**src/rtl/bcd_display_scanner.sv**
```systemverilog
// Sequential double-dabble binary-to-BCD converter feeding a free-running,
// leading-zero-blanked 4-digit common-anode display scanner.
module bcd_display_scanner #(
  parameter int unsigned BIN_W       = 14,
  parameter int unsigned REFRESH_DIV = 50000
) (
  input  logic             clk,
  input  logic             rst_n,
  input  logic [BIN_W-1:0] value_in,
  input  logic             load,
  output logic             busy,
  output logic             overflow,
  output logic [3:0]       digit_bcd,
  output logic [3:0]       anode_n
);

  localparam int unsigned BCD_W = 16;
  localparam int unsigned CNT_W = $clog2(BIN_W + 1);
  localparam int unsigned REF_W = (REFRESH_DIV > 1) ? $clog2(REFRESH_DIV) : 1;
  localparam int unsigned EXT_W = (BIN_W > 14) ? BIN_W : 14;

  localparam logic [EXT_W-1:0] MAX_VAL   = EXT_W'(9999);
  localparam logic [CNT_W-1:0] LAST_ITER = CNT_W'(BIN_W - 1);
  localparam logic [REF_W-1:0] REF_LAST  = REF_W'(REFRESH_DIV - 1);

  typedef enum logic {S_IDLE, S_SHIFT} state_t;

  state_t             r_state;
  logic [BIN_W-1:0]   r_bin;
  logic [BCD_W-1:0]   r_bcd;
  logic [CNT_W-1:0]   r_iter;
  logic               r_ovf_pend;
  logic [BCD_W-1:0]   r_disp;
  logic               r_busy;
  logic               r_overflow;
  logic [REF_W-1:0]   r_refresh;
  logic [1:0]         r_idx;
  logic [3:0]         r_digit;
  logic [3:0]         r_anode;

  logic [EXT_W-1:0]   w_val_ext;
  logic               w_in_ovf;
  logic [BIN_W-1:0]   w_sat;
  logic [BCD_W-1:0]   w_adj;
  logic [BCD_W-1:0]   w_bcd_shift;
  logic               w_done;
  logic [BCD_W-1:0]   w_disp_nxt;
  logic               w_wrap;
  logic [1:0]         w_idx_nxt;
  logic [3:0]         w_blank;
  logic [3:0]         w_digit_nxt;
  logic [3:0]         w_anode_nxt;

  // Saturate out-of-range inputs to 9999 and remember that we did.
  assign w_val_ext = EXT_W'(value_in);
  assign w_in_ovf  = (w_val_ext > MAX_VAL);
  assign w_sat     = w_in_ovf ? BIN_W'(MAX_VAL) : value_in;

  // Add-3 correction on every nibble >= 5, then shift {bcd, bin} left by one.
  always_comb begin
    w_adj = r_bcd;
    for (int i = 0; i < 4; i++) begin
      if (r_bcd[4*i +: 4] >= 4'd5) begin
        w_adj[4*i +: 4] = r_bcd[4*i +: 4] + 4'd3;
      end
    end
  end

  assign w_bcd_shift = {w_adj[BCD_W-2:0], r_bin[BIN_W-1]};
  assign w_done      = (r_state == S_SHIFT) && (r_iter == LAST_ITER);
  assign w_disp_nxt  = w_done ? w_bcd_shift : r_disp;

  always_ff @(posedge clk or negedge rst_n) begin
    if (!rst_n) begin
      r_state    <= S_IDLE;
      r_bin      <= '0;
      r_bcd      <= '0;
      r_iter     <= '0;
      r_ovf_pend <= 1'b0;
      r_disp     <= '0;
      r_busy     <= 1'b0;
      r_overflow <= 1'b0;
    end else begin
      case (r_state)
        S_IDLE: begin
          if (load) begin
            r_bin      <= w_sat;
            r_bcd      <= '0;
            r_iter     <= '0;
            r_ovf_pend <= w_in_ovf;
            r_busy     <= 1'b1;
            r_state    <= S_SHIFT;
          end
        end
        S_SHIFT: begin
          r_bcd  <= w_bcd_shift;
          r_bin  <= r_bin << 1;
          r_iter <= r_iter + CNT_W'(1);
          if (w_done) begin
            r_disp     <= w_bcd_shift;
            r_overflow <= r_ovf_pend;
            r_busy     <= 1'b0;
            r_state    <= S_IDLE;
          end
        end
        default: r_state <= S_IDLE;
      endcase
    end
  end

  // Scan outputs are computed from next-cycle index/display so they stay aligned.
  assign w_wrap    = (r_refresh == REF_LAST);
  assign w_idx_nxt = w_wrap ? r_idx + 2'd1 : r_idx;

  always_comb begin
    w_blank[0] = 1'b0;
    w_blank[1] = (w_disp_nxt[15:4]  == 12'd0);
    w_blank[2] = (w_disp_nxt[15:8]  == 8'd0);
    w_blank[3] = (w_disp_nxt[15:12] == 4'd0);
    case (w_idx_nxt)
      2'd0:    w_digit_nxt = w_disp_nxt[3:0];
      2'd1:    w_digit_nxt = w_disp_nxt[7:4];
      2'd2:    w_digit_nxt = w_disp_nxt[11:8];
      default: w_digit_nxt = w_disp_nxt[15:12];
    endcase
    w_anode_nxt = w_blank[w_idx_nxt] ? 4'b1111 : ~(4'b0001 << w_idx_nxt);
  end

  always_ff @(posedge clk or negedge rst_n) begin
    if (!rst_n) begin
      r_refresh <= '0;
      r_idx     <= 2'd0;
      r_digit   <= 4'h0;
      r_anode   <= 4'b1110;
    end else begin
      r_refresh <= w_wrap ? '0 : r_refresh + REF_W'(1);
      r_idx     <= w_idx_nxt;
      r_digit   <= w_digit_nxt;
      r_anode   <= w_anode_nxt;
    end
  end

  assign busy      = r_busy;
  assign overflow  = r_overflow;
  assign digit_bcd = r_digit;
  assign anode_n   = r_anode;

endmodule

```
**config.mk**
```make
export PLATFORM = sky130hd
export DESIGN_NAME = bcd_display_scanner
export DESIGN_NICKNAME = d
export VERILOG_FILES = /design/src/rtl/bcd_display_scanner.sv
export SDC_FILE = /design/constraint.sdc
export NUM_CORES = 1
export LEC_CHECK = 0
export CAP_MARGIN = 20
export CORE_MARGIN = 2
export CORE_UTILIZATION = 54
export CTS_CLUSTER_SIZE = 30
export DETAILED_ROUTE_END_ITERATION = 7
export GPL_TIMING_DRIVEN = 0
export MAX_ROUTING_LAYER = met4
export PLACE_DENSITY = 0.74
export SLEW_MARGIN = 20
export SYNTH_ARGS = -nofsm -noshare
export SYNTH_HDL_FRONTEND = slang
export SYNTH_SLANG_ARGS = --single-unit
```
**constraint.sdc**
```tcl
create_clock -name clk -period 3.5 [get_ports clk]
set_clock_uncertainty 0.2 [all_clocks]
set_input_delay 0.7 -clock clk [delete_from_list [all_inputs] [get_ports clk]]
set_output_delay 0.7 -clock clk [all_outputs]
set_load 0.05 [all_outputs]
```
After elaboration in Yosys (flattened, before gate mapping)
Index checks and enable logic that the tools add are counted.
{ "word_totals": {"ff_bits": 80, "inputBits": 17, "out_inout_bits": 10, "elab_cells": 66} }
{ "op_classes": {"n_addsub": 7, "magnitude_cmp": 6, "eq_ne": 6, "shift": 1, "n_mux": 24, "bitwise": 2, "reduce_logical": 8} }
{ "ops": {"columns": ["operator", "n"], "rows": [
  ["16-bit two-way mux", 3],
  ["16-bit case mux with 2 select lines", 1],
  ["14-bit two-way mux", 2],
  ["14-bit case mux with 2 select lines", 1],
  ["4-bit two-way mux", 5],
  ["16-bit by 1-bit adder with 16-bit output, second input constant", 1],
  ["16-bit equality test, second input constant", 1],
  ["4-bit by 3-bit greater-or-equal comparator with 1-bit output, second input constant", 4],
  ["14-bit > comparator, second input constant", 1],
  ["4-bit by 2-bit adder with 4-bit output, second input constant", 3],
  ["12-bit zero test", 1],
  ["4-bit case mux with 3 select lines", 1],
  ["8-bit zero test", 1],
  ["4-bit case mux with 2 select lines", 1],
  ["2-bit AND reduction", 3],
  ["1-bit two-way mux", 5],
  ["4-bit by 1-bit adder with 4-bit output, second input constant", 1],
  ["4-bit equality test, second input constant", 1],
  ["4-bit zero test", 1],
  ["4-bit NOT", 1],
  ["1-bit case mux with 2 select lines", 2],
  ["1-bit by 2-bit << shifter with 4-bit output, first input constant", 1],
  ["3-bit by 2-bit adder with 3-bit output, second input constant", 1],
  ["2-bit by 3-bit less-than comparator with 1-bit output, second input constant", 1],
  ["other kinds (11)", 11]
]} }

Longest topological paths before layout
{ "logic_depth": {"ltp_word": 7, "mapped_depth": 10} }

Worst setup path after synthesis
No wires, ideal clock.
{ "synth_timing": {"path_type": "register to register", "from": "register r_refresh[0]", "to": "register r_digit[3] (netlist: digit_bcd[3])", "arrival_ns": 2.114, "t_required_ns": 3.162, "path_slack_ns": 1.048, "stages_incl_launch_ff": 9, "n_path_buf": 3, "path_cell_list": "dfrtp_1 > ha_1 > and3_1 > clkbuf_1 > nand4_1 > clkbuf_1 > clkbuf_1 > o21ai_0 > mux4_2"} }
{ "synth_via": {"elab_chain_len": 4, "elab_cells_between_ends": 6, "cone_classes": "3 x eq/ne; 2 x mux; 1 x reduce/logical"} }
{ "synth_rtl": {"columns": ["element", "line_no", "text"], "rows": [
  ["start, declared", "36", "logic [REF_W-1:0] r_refresh;"],
  ["start signal, assigned", "136", "r_refresh <= w_wrap ? '0 : r_refresh + REF_W'(1);"],
  ["16-bit equality test (*)", "112", "assign w_wrap = (r_refresh == REF_LAST);"],
  ["2-bit two-way mux (*)", "113", "assign w_idx_nxt = w_wrap ? r_idx + 2'd1 : r_idx;"],
  ["2-bit equality test (tied with other cells)", "120", "case (w_idx_nxt)"],
  ["4-bit case mux with 3 select lines (*)", "120", null],
  ["net w_digit_nxt[3]", "51", "logic [3:0] w_digit_nxt;"],
  ["end signal, assigned", "138", "r_digit <= w_digit_nxt;"],
  ["end, declared", "38", "logic [3:0] r_digit;"]
]} }
The timed path passes the listed nets; every way through them passes the cells marked *.
A chain may end at the register's enable or synchronous reset.

Final worst setup path
Ends and elaborated chain as after synthesis.

==> summary.txt <==
Global routing
  – First-pass GRT wire length: 14,800 um
  – GRT Overall Usage: 0.232
  – Initial antenna violation count: 0
  – Vias in the first global route: 3,024
  – Global route overflow: 0
  – Largest net degree at the start of global routing: 59

Floorplanning
  – Initial Util: 0.561
  – Die area: 8240 um2
  – Row Count: 31
  – Die W: 90.8 um
  – Core area: 7250 um2
  – IO Pins: 27
  – DIE HEIGHT: 90.8 um

Timing
  – Worst Max-Slew Pin Slew: 0.586 ns
  – RSZ-0062 raised after global routing: no
  – Hold Vio Cnt, Final: 0
  – Final setup violation count: 0
  – Pins Over Slew Limit: 0
  – Tmin final: 2.83 ns
  – Final worst-path cycle share: 0.807
  – Fmax: 354 MHz
  – Worst rel slew slack: 0.605

Logic synthesis
  – Unique cell type count in the Yosys netlist: 50
  – Net Count, Synth: 434
  – Ys async rst share: 1.00
  – Syn Inst Count: 406
  – Sequential-to-total area share from yosys stat: 0.493
  – Mapped cell area: 4070 um2
  – Post-synth EDFFs: 0
  – Yosys Warn Count: 0
  – Commonest register cell after synthesis: dfrtp_1
  – Synth Area per Inst: 10.0 um2
  – Synthesized flop and latch total: 80

Cells and area
  – Fill count: 589
  – Number of diodes: 0
  – Area added between synthesis and finish: 15.0%
  – Area of the multi-input gates: 1900 um2
  – FF/Latch Area: 2010 um2
  – Nets: 471
  – Layout cell share with drive strength beyond 1: 0.123
  – Final Util: 0.645
  – Post-Layout Cell Count: 547

Route
  – Vias per Instance: 5.69
  – Met3 WL: 347 um
  – Drt wl/cell: 15.8 um
  – Pre-Repair DR Iteration Count: 4
  – DR iter-0 viols: 220
  – Wire length on met2: 4250 um
  – Met1 WL: 3940 um
  – Top layer reached by signal wires: met4
  – Final wirelength: 8630 um
  – Vias: 3,114
  – Remaining DRCs: 0
  – Post-route ant nets: 0

Clocking
  – Clk buf depth: 2
  – Number of buffers inserted by hold repair at cts: 0
  – Cts bufs inserted: 9
  – Root Driver: clkbuf_8
  – Skew-Pair Late Insertion Delay: 0.35 ns
  – CTS tree: done
  – CTS HTree Levels: 3
  – Clock Sinks: 80
  – Clock transition at the registers of the reported paths: 0.08 ns
  – # Post-CTS Setup Buffers: 0
  – Post-cts resize count: 0

Critical path
  – CP Capture Type: flip-flop
  – Crit Path Class: reg2reg
  – Reg2Reg Depth: 8
  – Worst-path maximum fanout: 10
  – Arr. time, crit path: 2.85 ns
  – Setup crit start kind: flip-flop
  – Critical Path RT: 3.53 ns

Outcome
  – Outcome: completed

Place
  – Port buffer count: 25
  – Post-Place Cells: 531
  – Final HPWL DP: 6280 um
  – Placer Congestion: 0.866

Power and ir drop
  – Pwr dens: 804 nW/um2
  – Max VDD drop: 0.000503 V
  – Lkg Pwr: 2.08 nW

Hold path
  – Tightest Hold Check Type: in2async

Run
  – Max-Cap Viols: 0
cells by family (layout without fill, tap and decap cells):
group | Yosys count | count (layout) | synth area share
AND/OR/NAND/NOR | 142 | 142 | 0.182
flip-flops | 80 | 80 | 0.493
XOR/XNOR | 21 | 21 | 0.0452
buffers and inverters | 40 | 82 | 0.0403
AO/OA/AOI/OAI | 91 | 91 | 0.141
multiplexers | 21 | 21 | 0.0652
adder cells (fa/ha/maj) | 11 | 11 | 0.0338
routing by layer:
layer	vias up	GRT usage
met5	-	-
met4	0	0.0657
met3	8	0.0459
met2	52	0.359
met1	1553	0.317
li1	1501	-
report_power, final:
group	leakage [nW]	total, mW	switching (mW)	internal, mW
sequential	1.01	1.43	0.195	1.23
combinational	0.970	1.60	0.927	0.674
clock	0.104	0.733	0.331	0.402
worst max-delay path: stages, from the launching register on:
cell and delay, ns:
dfrtp_1 0.39, ha_1 0.22, and3_1 0.18, clkbuf_1 0.15, nand4_1 0.14, clkbuf_1 0.38
clkbuf_1 0.39, o21ai_0 0.17, mux4_2 0.48
worst paths after layout:
path                               from  slack, ns       endpoint
max                        r_refresh[0]       0.67   digit_bcd[3]
min                               rst_n       0.04  r_refresh[13]
max reg2reg                r_refresh[0]       0.67   digit_bcd[3]
min reg2reg                r_refresh[0]       0.25   r_refresh[0]
max in group asynchronous         rst_n       2.49      r_disp[6]
min in group clk           r_refresh[0]       0.25   r_refresh[0]
cell type report:
class                   instances  area share
clock inverters                 5      0.0174
plain buffers                  24      0.0222
flip-flops and latches         80       0.429
multi-input cells             286       0.405
well taps                      99      0.0265
inverters                      16      0.0128
clock buffers                  11      0.0281
repair buffers                 26      0.0588
sequential cells by signal (all words and copies together), names as in the netlist:
name / flops
r_bin: 14
digit_bcd: 4
r_ovf_pend: 1
busy: 1
anode_n: 4
overflow: 1
r_refresh: 16
r_disp: 16
r_iter: 4
r_state: 1
r_idx: 2
r_bcd: 16
layout by cell type (no fill, tap or decap), types with 12 or more instances in the layout:
master / n
inv_1: 16
mux2_2: 14
nand3_1: 13
a21oi_1: 19
dfrtp_1: 77
clkdlybuf4s50_1: 24
o22ai_1: 16
clkbuf_1: 18
nand2_1: 51
o21ai_0: 31
nand2b_1: 12
xor2_1: 12
nor2_1: 25
metrics by stage:
stage | power [mW] | hold WS [ns] | setup slack [ns] | cell area [um2] | setup TNS [ns]
after floorplan | 2.58 | 0.204 | 1.05 | 4070 | 0
after global placement | 2.96 | 0.253 | -1.23 | 4440 | -95.16
after detailed placement | 3.03 | 0.254 | 0.695 | 4470 | 0
after CTS | 3.77 | 0.0399 | 0.696 | 4680 | 0
after global routing | 4.01 | 0.0474 | 0.495 | 4680 | 0
final | 3.76 | 0.0431 | 0.675 | 4680 | 0
cells in the mapped netlist (all sizes together) (3+ instances only):
cell,n,area [um2]
mux2,14,158
mux2i,4,40.0
nor2,25,93.8
a31o,3,26.3
a21oi,19,95.1
o31ai,6,58.8
mux4,3,67.6
a31oi,3,18.8
o22ai,16,100
nor3b,7,52.6
nand2b,12,75.1
dfrtp,77,1930
clkbuf,16,60.1
a211oi,3,27.5
inv,16,60.1
and3,11,68.8
xnor2,9,78.8
xor2,12,105
dfstp,3,78.8
buf,8,43.8
nand2,51,191
ha,11,138
and2,5,31.3
o21ai,31,155
or3b,3,26.3
nand3,13,65.1
Note: power is estimated with default switching activity, not from simulation.
